===== config.mk =====
export PLATFORM = sky130hd
export DESIGN_NAME = shifter_operand_pipe_flat
export DESIGN_NICKNAME = d
export VERILOG_FILES = /design/src/rtl/shifter_operand_pipe_if.sv /design/src/rtl/shifter_operand_pipe.sv /design/src/flat_wrapper.sv
export SDC_FILE = /design/constraint.sdc
export NUM_CORES = 1
export LEC_CHECK = 0
export ABC_AREA = 1
export CORE_ASPECT_RATIO = 1.5
export CORE_MARGIN = 2
export CORE_UTILIZATION = 55
export CTS_BUF_LIST = sky130_fd_sc_hd__clkbuf_8
export CTS_CLUSTER_DIAMETER = 150
export DETAILED_ROUTE_END_ITERATION = 8
export MAX_ROUTING_LAYER = met4
export PLACE_DENSITY = 0.81
export SKIP_CTS_REPAIR_TIMING = 1
export SLEW_MARGIN = 15
export SYNTH_ARGS = -nofsm -noshare
export SYNTH_HDL_FRONTEND = slang
export SYNTH_SLANG_ARGS = --single-unit

===== constraint.sdc =====
create_clock -name clk -period 2.7 [get_ports clk]
set_clock_uncertainty 0.2 [all_clocks]
set_input_delay 0.54 -clock clk [delete_from_list [all_inputs] [get_ports clk]]
set_output_delay 0.54 -clock clk [all_outputs]
set_load 0.005 [all_outputs]

===== src/rtl/shifter_operand_pipe_if.sv =====
// shifter_operand_pipe_if: request/result handshake bundle for the shifter-operand pipe
interface shifter_operand_pipe_if #(
  parameter int WIDTH = 32
);
  logic             in_valid;
  logic             in_ready;
  logic [2:0]       in_type;
  logic [11:0]      in_operand;
  logic [WIDTH-1:0] in_rm;
  logic [7:0]       in_rs;
  logic             in_carry;
  logic             out_valid;
  logic             out_ready;
  logic [WIDTH-1:0] out_value;
  logic             out_carry;
  logic             out_err;
  modport master (
    output in_valid, in_type, in_operand, in_rm, in_rs, in_carry, out_ready,
    input  in_ready, out_valid, out_value, out_carry, out_err
  );
  modport slave (
    input  in_valid, in_type, in_operand, in_rm, in_rs, in_carry, out_ready,
    output in_ready, out_valid, out_value, out_carry, out_err
  );
endinterface


===== src/rtl/shifter_operand_pipe.sv =====
// shifter_operand_pipe: two-stage ARM shifter-operand generator (decode, then barrel shift) with valid/ready
module shifter_operand_pipe #(
  parameter  int WIDTH = 32,
  localparam int AMT_W = $clog2(WIDTH)
) (
  input logic                   clk,
  input logic                   reset_n,
  shifter_operand_pipe_if.slave bus
);
  localparam logic [AMT_W:0] AMT_N   = (AMT_W+1)'(WIDTH);
  localparam logic [AMT_W:0] AMT_SAT = (AMT_W+1)'(WIDTH + 1);
  localparam logic [8:0]     W9      = 9'(WIDTH);
  logic             s1_valid, s2_valid, s1_adv, s2_adv;
  logic [1:0]       s1_op, d_op, sh_op;
  logic [AMT_W:0]   s1_amt, d_amt, imm_amt, rs_amt;
  logic [WIDTH-1:0] s1_src, d_src;
  logic             s1_c, s1_rrx, s1_err, d_rrx, d_err;
  logic [4:0]       sh_imm;
  logic [3:0]       rot;
  logic [7:0]       imm8;
  logic [AMT_W-1:0] rs_mod;
  logic [WIDTH:0]   lsl_t, lsr_t;
  logic signed [WIDTH:0] asr_t;
  logic [WIDTH-1:0] ror_v, r_value, out_value;
  logic             r_carry, out_carry, out_err;
  assign s2_adv        = !s2_valid || bus.out_ready;
  assign s1_adv        = !s1_valid || s2_adv;
  assign bus.in_ready  = s1_adv;
  assign bus.out_valid = s2_valid;
  assign bus.out_value = out_value;
  assign bus.out_carry = out_carry;
  assign bus.out_err   = out_err;
  // Every form is reduced to {op, amount, source}; amounts of 0 always mean "pass through with C"
  always_comb begin
    sh_imm  = bus.in_operand[11:7];
    sh_op   = bus.in_operand[6:5];
    rot     = bus.in_operand[11:8];
    imm8    = bus.in_operand[7:0];
    imm_amt = (AMT_W+1)'(sh_imm);
    rs_mod  = bus.in_rs[AMT_W-1:0];
    rs_amt  = bus.in_rs == 8'd0 ? '0
            : sh_op == 2'd3 ? (rs_mod == '0 ? AMT_N : {1'b0, rs_mod})
            : {1'b0, bus.in_rs} > W9 ? AMT_SAT : bus.in_rs[AMT_W:0];
    d_op  = sh_op;
    d_src = bus.in_rm;
    d_amt = imm_amt;
    d_rrx = 1'b0;
    d_err = 1'b0;
    case (bus.in_type)
      3'b000, 3'b011: begin
        d_amt = sh_imm != 5'd0 ? imm_amt : (sh_op == 2'd1 || sh_op == 2'd2) ? AMT_N : '0;
        d_rrx = sh_imm == 5'd0 && sh_op == 2'd3;
      end
      3'b001: begin
        d_op  = 2'd3;
        d_src = WIDTH'(imm8);
        d_amt = (AMT_W+1)'({rot, 1'b0});
      end
      3'b010: begin
        d_op  = 2'd0;
        d_src = WIDTH'(bus.in_operand);
        d_amt = '0;
      end
      3'b100: d_amt = rs_amt;
      default: begin
        d_op  = 2'd0;
        d_src = '0;
        d_amt = '0;
        d_err = 1'b1;
      end
    endcase
  end
  always_ff @(posedge clk or negedge reset_n)
    if (!reset_n) s1_valid <= 1'b0;
    else if (s1_adv) s1_valid <= bus.in_valid;
  always_ff @(posedge clk)
    if (s1_adv && bus.in_valid) begin
      s1_op  <= d_op;
      s1_amt <= d_amt;
      s1_src <= d_src;
      s1_c   <= bus.in_carry;
      s1_rrx <= d_rrx;
      s1_err <= d_err;
    end
  // One guard bit beyond the word captures the last bit shifted out, including the n = W case
  always_comb begin
    lsl_t   = {1'b0, s1_src} << s1_amt;
    lsr_t   = {s1_src, 1'b0} >> s1_amt;
    asr_t   = $signed({s1_src, 1'b0}) >>> s1_amt;
    ror_v   = (s1_src >> s1_amt) | (s1_src << (AMT_N - s1_amt));
    r_value = s1_rrx ? {s1_c, s1_src[WIDTH-1:1]}
            : s1_amt == '0 ? s1_src
            : s1_op == 2'd0 ? lsl_t[WIDTH-1:0]
            : s1_op == 2'd1 ? lsr_t[WIDTH:1]
            : s1_op == 2'd2 ? asr_t[WIDTH:1]
            : ror_v;
    r_carry = s1_rrx ? s1_src[0]
            : s1_amt == '0 ? s1_c
            : s1_op == 2'd0 ? lsl_t[WIDTH]
            : s1_op == 2'd1 ? lsr_t[0]
            : s1_op == 2'd2 ? asr_t[0]
            : ror_v[WIDTH-1];
  end
  always_ff @(posedge clk or negedge reset_n)
    if (!reset_n) begin
      s2_valid  <= 1'b0;
      out_value <= '0;
      out_carry <= 1'b0;
      out_err   <= 1'b0;
    end else if (s2_adv) begin
      s2_valid <= s1_valid;
      if (s1_valid) begin
        out_value <= r_value;
        out_carry <= r_carry;
        out_err   <= s1_err;
      end
    end
endmodule


===== src/flat_wrapper.sv =====
// flat-port wrapper written by rule: the top's interface ports become plain ports
module shifter_operand_pipe_flat 
#(
  parameter  int WIDTH = 32,
  localparam int AMT_W = $clog2(WIDTH)
)
  (clk, reset_n, bus_in_valid, bus_in_type, bus_in_operand, bus_in_rm, bus_in_rs, bus_in_carry, bus_out_ready, bus_in_ready, bus_out_valid, bus_out_value, bus_out_carry, bus_out_err);
  shifter_operand_pipe_if #(.WIDTH(WIDTH)) bus_i ();
  input logic clk;
  input logic reset_n;
  input wire logic [$bits(bus_i.in_valid)-1:0] bus_in_valid;
  input wire logic [$bits(bus_i.in_type)-1:0] bus_in_type;
  input wire logic [$bits(bus_i.in_operand)-1:0] bus_in_operand;
  input wire logic [$bits(bus_i.in_rm)-1:0] bus_in_rm;
  input wire logic [$bits(bus_i.in_rs)-1:0] bus_in_rs;
  input wire logic [$bits(bus_i.in_carry)-1:0] bus_in_carry;
  input wire logic [$bits(bus_i.out_ready)-1:0] bus_out_ready;
  output wire logic [$bits(bus_i.in_ready)-1:0] bus_in_ready;
  output wire logic [$bits(bus_i.out_valid)-1:0] bus_out_valid;
  output wire logic [$bits(bus_i.out_value)-1:0] bus_out_value;
  output wire logic [$bits(bus_i.out_carry)-1:0] bus_out_carry;
  output wire logic [$bits(bus_i.out_err)-1:0] bus_out_err;
  assign bus_i.in_valid = bus_in_valid;
  assign bus_i.in_type = bus_in_type;
  assign bus_i.in_operand = bus_in_operand;
  assign bus_i.in_rm = bus_in_rm;
  assign bus_i.in_rs = bus_in_rs;
  assign bus_i.in_carry = bus_in_carry;
  assign bus_i.out_ready = bus_out_ready;
  assign bus_in_ready = bus_i.in_ready;
  assign bus_out_valid = bus_i.out_valid;
  assign bus_out_value = bus_i.out_value;
  assign bus_out_carry = bus_i.out_carry;
  assign bus_out_err = bus_i.out_err;
  shifter_operand_pipe #(.WIDTH(WIDTH)) u_core (.clk(clk), .reset_n(reset_n), .bus(bus_i));
endmodule

==> results.py, run 1 <==
metrics = {
    "clocking": {
        "cts-buffers-inserted": 9,
        "htreeDepth": 3,
        "clock_path_buffers": 2,
        "root_buffer": "clkbuf_8",
        "cts.sinks": 79,
    },
    "placement": {
        "dp_slack_ns": -0.158,
        "dp_hpwl_mm": 39.5,
        "place_congestion": 1.28,
        "portBuffers": 95,
    },
    "sta": {
        "worst-ep-kind": "register input",
        "postGrtWorstEndpoint": "u_core.bus.out_value[7]$_DFFE_PN0P_/D",
    },
    "logic_synthesis": {
        "synth_nets": 1823,
        "synth_edf_count": 43,
        "synth_ff_type": "edfxtp_1",
        "synth_top_cell_by_area": "nand2_1",
        "synthesis.area_mm2": 0.00973,
        "yosys_warnings": 0,
        "ys_ff_latch": 79,
        "synth_common_cells": "709 x nand2_1, 292 x nand3_1, 129 x nor2_1",
        "synth_area_leaders": "nand2_1 27%, nand3_1 15%, edfxtp_1 13%",
        "ys_seq_area_frac": 0.225,
        "async_flop_share": 0.456,
        "synth.avg_cell_area_um2": 5.53,
        "synth.distinct_cells": 46,
        "yosys.cell_count.top_type": "nand2_1",
        "syn_inst": 1761,
        "yosys.area.top_type_share": 0.273,
    },
    "floorplan": {
        "die_h_um": 167,
        "ios": 96,
        "num_rows": 59,
        "die_x_um": 113,
        "initial_core_util": 0.561,
    },
    "outcome": {
        "stop_stage": "global routing (5_1_grt)",
        "outcome": "stopped before the end",
        "tool.error": "[ERROR GRT-0232] Routing congestion too high. Check the congestion heatmap in the GUI.",
    },
    "global_route": {
        "grt_max_degree": 44,
        "grt_usage": 0.631,
        "grt_overflow": 4,
    },
}
per-stage QoR:
stage | TNS, ns | cell area, µm² | std cells
4_1_cts | -1.96 | 12100 | 2154
3_5_place_dp | -1.40 | 11900 | 2138
3_3_place_gp | -0.687 | 11900 | 2138
2_1_floorplan | 0 | 9730 | 1761
metal layers:
metal,GRT usage,GRT overflow
met5,-,-
met4,0.608,1
met3,0.311,0
met2,0.862,3
met1,0.638,0
kinds of logic after synthesis:
kind of cell,after synthesis,synth area share
AOI/OAI and AO/OA,247,0.141
adders and majority gates,2,0.00257
buffers and inverters,240,0.108
DFF,79,0.225
muxes,2,0.00219
and+or+nand+nor,1191,0.521
==> inputs of run 2 (changes only) <==
--- a/config.mk
+++ b/config.mk
@@ -6,14 +6,10 @@
 export NUM_CORES = 1
 export LEC_CHECK = 0
 export ABC_AREA = 1
-export CORE_ASPECT_RATIO = 1.5
 export CORE_MARGIN = 2
-export CORE_UTILIZATION = 55
-export CTS_BUF_LIST = sky130_fd_sc_hd__clkbuf_8
-export CTS_CLUSTER_DIAMETER = 150
+export CORE_UTILIZATION = 40
 export DETAILED_ROUTE_END_ITERATION = 8
-export MAX_ROUTING_LAYER = met4
-export PLACE_DENSITY = 0.81
+export PLACE_DENSITY_LB_ADDON = 0.15
 export SKIP_CTS_REPAIR_TIMING = 1
 export SLEW_MARGIN = 15
 export SYNTH_ARGS = -nofsm -noshare
==> constraint.sdc (replaced) <==
create_clock -name clk -period 3.51 [get_ports clk]
set_clock_uncertainty 0.2 [all_clocks]
set_input_delay 0.702 -clock clk [delete_from_list [all_inputs] [get_ports clk]]
set_output_delay 0.702 -clock clk [all_outputs]
set_load 0.005 [all_outputs]
==> run 2 against run 1 <==
Effect of this change: the flow now finishes without violations; synthesized cell count did not move; area after synthesis did not move.
==> results.py, run 2 <==
metrics = {
    "detailed_routing": {
        "remaining_drc_errors": 0,
        "wl_met3_mm": 5.19,
        "routed_wl_mm": 51.0,
        "routed_via_density": 5.93,
        "first_iter_violations": 1831,
        "wl_met1_mm": 19.9,
        "num_vias": 12728,
        "wl_met2_mm": 22.0,
        "highest_layer": "met4",
        "ant_nets": 0,
        "wire_per_inst_um": 23.7,
        "dr.pass1.iters": 6,
    },
    "finish": {
        "mostFrequentLayoutCells": "708 x nand2_1, 292 x nand3_1, 128 x nor2_1, 116 x inv_1, 94 x clkdlybuf4s50_1",
        "antenna_cells": 0,
        "fin_cells": 2147,
        "drive_above_1_share": 0.0752,
        "final_common_cell": "nand2_1",
        "fin_nets": 1880,
        "final_area_mm2": 0.0113,
        "top_regs": "u_core.bus.out_value x32, u_core.s1_src x32, u_core.s1_amt x6",
        "syn2layout_area_growth_pct": 16.4,
    },
    "clocking": {
        "htreeDepth": 3,
        "cts.sinks": 79,
        "path_clk_slew_ns": 0.07,
        "cts-buffers-inserted": 9,
        "root_buffer": "clkbuf_16",
        "clock_path_buffers": 2,
        "cts_tree": "done",
        "clock_latency_ns": 0.35,
    },
    "global_route": {
        "antenna_found_initial": 0,
        "grt_pass1_wl_mm": 75.3,
        "grt_max_degree": 59,
        "grt_overflow": 0,
        "first_global_vias": 11848,
        "grt_usage": 0.396,
    },
    "logic_synthesis": {
        "synth.avg_cell_area_um2": 5.53,
        "ys_seq_area_frac": 0.225,
        "syn_inst": 1761,
        "synth_top_cell_by_area": "nand2_1",
        "synth_edf_count": 43,
        "ys_ff_latch": 79,
        "synth_area_leaders": "nand2_1 27%, nand3_1 15%, edfxtp_1 13%",
        "synthesis.area_mm2": 0.00973,
        "yosys.cell_count.top_type": "nand2_1",
        "synth_nets": 1823,
        "synth.distinct_cells": 46,
        "yosys_warnings": 0,
        "yosys.area.top_type_share": 0.273,
        "synth_ff_type": "edfxtp_1",
        "synth_common_cells": "709 x nand2_1, 292 x nand3_1, 129 x nor2_1",
        "async_flop_share": 0.456,
    },
    "pwr": {
        "power_frac_comb": 0.538,
        "peakVddDrop_mv": 0.283,
        "p_clk_frac": 0.187,
        "p_leak_nw": 5.73,
        "power_per_cell_area_mw_per_mm2": 446,
        "p_switching_mw": 2.41,
        "p_sw_frac": 0.479,
        "power_frac_seq": 0.275,
        "power.internal_mw": 2.63,
        "p_total_mw": 5.04,
    },
    "worst_setup_path": {
        "startpoint_type": "register",
        "rr_endpoint": "u_core.bus.out_value[5]$_DFFE_PN0P_",
        "critPathRequiredTime_ns": 3.56,
        "reg2reg_setup_slack_ns": 0.28,
        "arrival_ns": 3.28,
        "setup.worst_path.end_class": "register",
        "cp_cell_sequence": "inv_1 > buf_4 > nand3_1 > nand2_1 > nor2_1 > a31oi_1 > o21ai_0 > inv_1 > nand2_1 > nand2_1 > nand2_1 > nand2_1 > nand2_1 > nand2_1 > nand2_1",
        "r2r-start": "u_core.s1_amt[1]$_DFFE_PP_",
        "crit_fanout": 58,
        "crit_top_cell": "nand2_1",
        "critical-path-slowest-cell": "buf_4",
        "critPathMaxStageDelay_ns": 0.55,
        "worstSetupPathType": "reg -> reg",
        "startpoint": "u_core.s1_amt[1]$_DFFE_PP_",
        "r2r_cells": 15,
        "crit_end": "u_core.bus.out_value[5]$_DFFE_PN0P_",
    },
    "sta": {
        "worstMarginPinSlew_ns": 1.01,
        "hold_violations": 0,
        "setup_tns_ns": 0,
        "fmax_mhz": 310,
        "min_period_over_period": 0.920,
        "rsz0062_at_grt": "no",
        "final-setup-viol-count": 0,
        "slew_violations": 0,
        "layout_min_cycle_time_ns": 3.23,
        "max_slew_margin": 0.326,
    },
    "placement": {
        "dp_hpwl_mm": 39.8,
        "place_area_mm2": 0.0110,
        "dp_cells": 2131,
        "portBuffers": 95,
        "place_congestion": 1.09,
    },
    "worst_hold_path": {
        "hold_class": "in -> async",
    },
    "run": {
        "maxCapViolations": 0,
    },
    "floorplan": {
        "initial_core_util": 0.404,
        "num_rows": 57,
        "die_h_um": 160,
        "ios": 96,
        "die_x_um": 160,
        "fp.dieArea_mm2": 0.0256,
        "core_area_mm2": 0.0241,
    },
    "outcome": {
        "outcome": "finished clean",
    },
}
[run 2: layout make-up]
type / instances / area, µm²
clock buffers: 10 / 250
clock inverters: 6 / 47.5
fillers: 2759 / 12800
inverters: 135 / 512
multi-input cells: 1442 / 6500
flip-flops and latches: 79 / 2190
well taps: 324 / 405
repair buffers: 151 / 1420
[run 2: logic make-up after synthesis]
family / count (synthesis) / synth area share
buffers and inverters: 240 / 0.108
adder cells (fa/ha/maj): 2 / 0.00257
flip-flops: 79 / 0.225
multiplexers: 2 / 0.00219
AND/OR/NAND/NOR: 1191 / 0.521
AO/OA/AOI/OAI: 247 / 0.141
[run 2: worst min-delay path by stage]
stage	end	slack [ns]	depth (start not counted)
2_1_floorplan	u_core.bus.out_carry$_DFFE_PN0P_	0.21	0
3_3_place_gp	u_core.bus.out_value[19]$_DFFE_PN0P_	0.26	2
3_5_place_dp	u_core.bus.out_value[2]$_DFFE_PN0P_	0.27	2
4_1_cts	u_core.bus.out_value[21]$_DFFE_PN0P_	0.27	1
5_1_grt	u_core.bus.out_value[1]$_DFFE_PN0P_	0.31	2
6_report	u_core.bus.out_value[21]$_DFFE_PN0P_	0.27	1
[run 2: critical path: cells and delay by family (launching register included)]
| family | cells | cell delay (ns) |
|---|---|---|
| AND/OR/NAND/NOR | 10 | 0.75 |
| flip-flops | 1 | 0.43 |
| buffers and inverters | 3 | 0.78 |
| AO/OA/AOI/OAI | 2 | 0.96 |
[run 2: per-layer routing]
metal	GRT usage	up-vias
li1	-	5858
met1	0.517	5828
met2	0.615	886
met3	0.0595	156
met4	0.252	0
met5	0	-
[run 2: power groups by stage]
| stage | clock, mW | sequential, mW | combinational (mW) |
|---|---|---|---|
| after floorplan | 0 | 1.30 | 1.57 |
| after global placement | 0 | 1.39 | 2.63 |
| after detailed placement | 0 | 1.39 | 2.63 |
| after CTS | 0.966 | 1.37 | 2.64 |
| final | 0.945 | 1.39 | 2.71 |
| after global routing | 0.993 | 1.39 | 2.94 |
[run 2: through the flow]
| step | hold slack [ns] | utilization | setup WS [ns] |
|---|---|---|---|
| after floorplan | 0.206 | - | 0.809 |
| final | 0.266 | 0.470 | 0.281 |
| after CTS | 0.271 | 0.470 | 0.385 |
| after global routing | 0.311 | 0.470 | 0.169 |
| after detailed placement | 0.270 | 0.457 | 0.395 |
| after global placement | 0.264 | 0.457 | 0.413 |
Note: power is estimated with default switching activity, not from simulation.
==> inputs of run 3 (changes only) <==
==> constraint.sdc (replaced) <==
create_clock -name clk -period 3.51 [get_ports clk]
set_clock_uncertainty 0.2 [all_clocks]
set_input_delay 0.351 -clock clk [delete_from_list [all_inputs] [get_ports clk]]
set_output_delay 0.351 -clock clk [all_outputs]
set_load 0.005 [all_outputs]
==> run 3 against run 2 <==
Effect of this change: cell area unchanged; utilization unchanged; via count down 0.14%; register-to-register slack better by 0.05 ns; wire length down 0.52%; sequential cell count unchanged; global-route usage down 0.087 points; critical path depth up 2; largest cell class unchanged.
==> results.py, run 3 (synthesis gave the netlist of run 2 again) <==
metrics = {
    "floorplan": {
        "num_rows": 57,
        "fp.dieArea_mm2": 0.0256,
        "die_h_um": 160,
        "initial_core_util": 0.404,
        "core_area_mm2": 0.0241,
        "ios": 96,
        "die_x_um": 160,
    },
    "finish": {
        "antenna_cells": 0,
        "fin_nets": 1885,
        "drive_above_1_share": 0.0771,
        "mostFrequentLayoutCells": "708 x nand2_1, 292 x nand3_1, 128 x nor2_1, 116 x inv_1, 94 x clkdlybuf4s50_1",
        "syn2layout_area_growth_pct": 16.4,
        "multiInputGateArea_mm2": 0.00650,
        "final-seq-area_mm2": 0.00219,
        "fillers": 2750,
        "final_util": 0.470,
        "top_regs": "u_core.bus.out_value x32, u_core.s1_src x32, u_core.s1_amt x6",
        "final_common_cell": "nand2_1",
    },
    "pwr": {
        "p_leak_nw": 5.74,
        "power_per_cell_area_mw_per_mm2": 443,
        "peakVddDrop_mv": 0.271,
    },
    "worst_setup_path": {
        "r2r-start": "u_core.s1_amt[2]$_DFFE_PP_",
        "crit_fanout": 28,
        "startpoint_type": "register",
        "reg2reg_setup_slack_ns": 0.33,
        "startpoint": "u_core.s1_amt[2]$_DFFE_PP_",
        "worstSetupPathType": "reg -> reg",
        "arrival_ns": 3.22,
        "setup.worst_path.end_class": "register",
        "critPathRequiredTime_ns": 3.55,
    },
    "global_route": {
        "grt_overflow": 0,
        "grt_usage": 0.395,
        "grt_max_degree": 59,
        "first_global_vias": 11766,
        "grt_pass1_wl_mm": 75.0,
        "antenna_found_initial": 1,
    },
    "sta": {
        "hold_violations": 0,
        "min_period_over_period": 0.907,
        "fin_hold_ws_ns": 0.279,
        "max_slew_margin": 0.328,
        "setup_tns_ns": 0,
        "rsz0062_at_grt": "no",
        "fmax_mhz": 314,
        "setup_slack_ns": 0.327,
        "worstMarginPinSlew_ns": 1.01,
        "final-setup-viol-count": 0,
        "slew_violations": 0,
        "layout_min_cycle_time_ns": 3.18,
    },
    "placement": {
        "portBuffers": 95,
        "dp_slack_ns": 0.396,
        "place_congestion": 1.09,
        "dp_hpwl_mm": 40.1,
    },
    "detailed_routing": {
        "routed_wl_mm": 50.7,
        "first_iter_violations": 1742,
        "routed_via_density": 5.91,
        "dr.pass1.iters": 6,
        "wire_per_inst_um": 23.6,
        "remaining_drc_errors": 0,
        "ant_nets": 0,
        "num_vias": 12710,
    },
    "worst_hold_path": {
        "hold_class": "reg -> reg",
        "worstHoldStart": "u_core.bus.out_value[2]$_DFFE_PN0P_",
    },
    "outcome": {
        "outcome": "finished clean",
    },
    "clocking": {
        "cts.sinks": 79,
        "cts_tree": "done",
        "htreeDepth": 3,
        "cts-buffers-inserted": 9,
        "root_buffer": "clkbuf_16",
        "clock_path_buffers": 2,
        "path_clk_slew_ns": 0.07,
        "clock_latency_ns": 0.35,
    },
    "run": {
        "maxCapViolations": 0,
    },
}
==> run 3: changes by cell type in the layout (fill, tap and decap cells not counted) <==
cell and change:
clkinv_4 -1, inv_4 +2, buf_12 -2, clkinv_2 -1
dlygate4sd3_1 +1, inv_8 +1, clkbuf_16 -1, buf_4 +6
==> run 3: metal layers <==
layer,vias up,track usage,share of wire
li1,5874,-,-
met5,-,0,0.00035
met2,859,0.579,0.41
met1,5778,0.519,0.40
met4,2,0.290,0.090
met3,197,0.0751,0.11
==> run 3: layout make-up <==
class,instances,share of cell area
Multi-Input combinational cell,1442,0.574
Sequential cell,79,0.194
Timing Repair Buffer,156,0.126
Inverter,135,0.0452
Tap cell,324,0.0358
Clock buffer,9,0.0199
Clock inverter,7,0.00508
==> run 3: power breakdown <==
part,internal [mW],leakage (nW),switching (mW)
combinational,0.929,4.72,1.78
sequential,1.17,0.877,0.230
clock,0.492,0.140,0.418
==> run 3: worst paths after layout <==
check,endpoint,cells after the start
hold reg to reg,u_core.bus.out_value[2]$_DFFE_PN0P_,2
setup / recovery,u_core.bus.out_value[11]$_DFFE_PN0P_,17
setup reg to reg,u_core.bus.out_value[11]$_DFFE_PN0P_,17
max in group asynchronous,u_core.bus.out_value[9]$_DFFE_PN0P_,2
min in group asynchronous,u_core.bus.out_value[23]$_DFFE_PN0P_,2
hold / removal,u_core.bus.out_value[2]$_DFFE_PN0P_,2
==> run 3: worst max-delay path, cell delays in order (launching register included) <==
cell and delay (ns):
edfxtp_1 0.49, nor2_1 0.41, nand2_1 0.19, inv_1 0.12, nand2_1 0.15, nand2_1 0.14, buf_4 0.32, nand3_1 0.19
nand3_1 0.15, nand2_1 0.07, nand2_1 0.07, nand2_1 0.06, nand2_1 0.08, nand2_1 0.14, nand2_1 0.11, nand2_1 0.05
nand2_1 0.07, nand2_1 0.05
==> run 3: per-stage QoR <==
stage | cell area, µm² | power (mW) | std cells
detailed placement | 11000 | 4.02 | 2135
CTS | 11300 | 4.95 | 2151
floorplan | 9730 | 2.87 | 1761
finish | 11300 | 5.02 | 2152
global placement | 11000 | 4.04 | 2135
global route | 11300 | 5.31 | 2152
==> inputs of run 4 (changes only) <==
==> constraint.sdc (replaced) <==
create_clock -name clk -period 3.71 [get_ports clk]
set_clock_uncertainty 0.2 [all_clocks]
set_input_delay 0.371 -clock clk [delete_from_list [all_inputs] [get_ports clk]]
set_output_delay 0.371 -clock clk [all_outputs]
set_load 0.005 [all_outputs]
==> run 4 against run 3 <==
Effect of this change: non-clock buffer count shrank 8; final cell count shrank 0.28%; critical path depth decreased by 3; combinational power shrank 4%; via count decreased by 0.12%; largest cell class unchanged; wire length rose by 2.2%; register-to-register slack better by 0.21 ns; cell area about the same; sequential share of layout area about the same; clock-buffer cell count grew 1; critical path type unchanged; die area did not move.
==> results.py, run 4 (synthesis gave the netlist of run 2 again) <==
metrics = {
    "outcome": {
        "outcome": "finished clean",
    },
    "worst_hold_path": {
        "hold_depth": 2,
        "hold_class": "reg -> reg",
        "worstHoldStart": "u_core.bus.out_value[10]$_DFFE_PN0P_",
        "hold-path-endpoint": "u_core.bus.out_value[10]$_DFFE_PN0P_",
    },
    "worst_setup_path": {
        "rr_endpoint": "u_core.bus.out_value[29]$_DFFE_PN0P_",
        "crit_top_cell": "nand2_1",
        "reg2reg_setup_slack_ns": 0.54,
        "critPathRequiredTime_ns": 3.75,
        "cp_num_buf_inv": 4,
        "startpoint_type": "register",
        "critPathMaxStageDelay_ns": 0.49,
        "critical-path-slowest-cell": "buf_4",
        "crit_fanout": 37,
        "arrival_ns": 3.21,
        "r2r_cells": 14,
        "worstSetupPathType": "reg -> reg",
        "setup.worst_path.end_class": "register",
        "r2r-start": "u_core.s1_amt[0]$_DFFE_PP_",
        "cp_cell_sequence": "inv_4 > buf_4 > nand2_1 > inv_1 > nand2_1 > nand2_1 > buf_4 > o21ai_1 > o21a_1 > and2_0 > o21ai_1 > nand2_1 > nand2_1 > nand2_1",
        "critPathTopFamily": "buffers and inverters",
    },
    "finish": {
        "final_common_cell": "nand2_1",
        "fillers": 2767,
        "drive_above_1_share": 0.0731,
        "multiInputGateArea_mm2": 0.00650,
        "syn2layout_area_growth_pct": 16.4,
        "mostFrequentLayoutCells": "708 x nand2_1, 292 x nand3_1, 128 x nor2_1, 116 x inv_1, 94 x clkdlybuf4s50_1",
        "final-seq-area_mm2": 0.00219,
        "top_regs": "u_core.bus.out_value x32, u_core.s1_src x32, u_core.s1_amt x6",
        "final_util": 0.470,
        "fin_nets": 1877,
    },
    "placement": {
        "portBuffers": 95,
        "dp_hpwl_mm": 41.0,
        "place_congestion": 1.08,
    },
    "clocking": {
        "cts-buffers-inserted": 9,
        "root_buffer": "clkbuf_16",
        "clock_path_buffers": 2,
        "htreeDepth": 3,
        "clock_latency_ns": 0.35,
        "path_clk_slew_ns": 0.07,
        "cts_tree": "done",
        "cts.sinks": 79,
    },
    "pwr": {
        "p_leak_nw": 5.73,
        "peakVddDrop_mv": 0.284,
        "p_total_mw": 4.89,
        "power_per_cell_area_mw_per_mm2": 432,
    },
    "global_route": {
        "first_global_vias": 11903,
        "grt_overflow": 0,
        "antenna_found_initial": 2,
        "grt_usage": 0.403,
        "grt_pass1_wl_mm": 76.7,
        "grt_max_degree": 52,
    },
    "floorplan": {
        "core_area_mm2": 0.0241,
        "num_rows": 57,
        "die_h_um": 160,
        "ios": 96,
        "fp.dieArea_mm2": 0.0256,
        "die_x_um": 160,
        "initial_core_util": 0.404,
    },
    "detailed_routing": {
        "num_vias": 12695,
        "routed_wl_mm": 51.8,
        "ant_nets": 0,
        "first_iter_violations": 1724,
        "wire_per_inst_um": 24.2,
        "routed_via_density": 5.92,
        "remaining_drc_errors": 0,
        "dr.pass1.iters": 8,
    },
    "sta": {
        "final-setup-viol-count": 0,
        "fin_hold_ws_ns": 0.282,
        "slew_violations": 0,
        "setup_tns_ns": 0,
        "max_slew_margin": 0.300,
        "fmax_mhz": 316,
        "rsz0062_at_grt": "no",
        "worstMarginPinSlew_ns": 1.05,
        "layout_min_cycle_time_ns": 3.17,
        "min_period_over_period": 0.854,
        "hold_violations": 0,
    },
    "run": {
        "maxCapViolations": 0,
    },
}
==> run 4: final cells by class <==
class	count	share of cell area
repair buffers	148	0.122
clock inverters	6	0.00696
clock buffers	10	0.0221
diodes	2	0.000442
well taps	324	0.0358
flip-flops and latches	79	0.194
multi-input cells	1442	0.574
inverters	135	0.0452
==> run 4: how the worst max path moves through the flow <==
stage                                          start                                    to  slack, ns  cells after the start
after floorplan           u_core.s1_amt[1]$_DFFE_PP_  u_core.bus.out_value[29]$_DFFE_PN0P_       1.01                     17
after CTS                 u_core.s1_amt[0]$_DFFE_PP_  u_core.bus.out_value[29]$_DFFE_PN0P_       0.60                     14
final                     u_core.s1_amt[0]$_DFFE_PP_  u_core.bus.out_value[29]$_DFFE_PN0P_       0.54                     14
after global routing      u_core.s1_amt[0]$_DFFE_PP_  u_core.bus.out_value[12]$_DFFE_PN0P_       0.33                     18
after detailed placement  u_core.s1_amt[0]$_DFFE_PP_  u_core.bus.out_value[29]$_DFFE_PN0P_       0.60                     14
after global placement    u_core.s1_amt[0]$_DFFE_PP_  u_core.bus.out_value[29]$_DFFE_PN0P_       0.67                     14
==> run 4: worst min-delay path, stage by stage, from the launching register on <==
cell and delay (ns):
dfrtp_1 0.34, nand2_1 0.05, nand2_1 0.06
==> run 4: through the flow <==
step                instance area (µm²)  setup slack, ns  std cells
floorplan                          9730             1.01       1761
global placement                  11000            0.672       2127
detailed placement                11000            0.595       2127
CTS                               11300            0.599       2143
global route                      11300            0.332       2144
finish                            11300            0.540       2146
==> run 4: report_power, final <==
group	total, mW	internal (mW)	switching, mW	leakage [nW]
clock	0.980	0.578	0.402	0.163
sequential	1.31	1.11	0.197	0.877
combinational	2.61	0.873	1.73	4.69
total	4.89	2.56	2.33	5.73
==> run 4: per-layer routing <==
| metal | vias up | wire (µm) | GRT usage |
|---|---|---|---|
| li1 | 5854 | - | - |
| met1 | 5819 | 20100 | 0.521 |
| met2 | 869 | 22300 | 0.614 |
| met3 | 153 | 5640 | 0.0766 |
| met4 | 0 | 3860 | 0.266 |
| met5 | - | 0 | 0 |
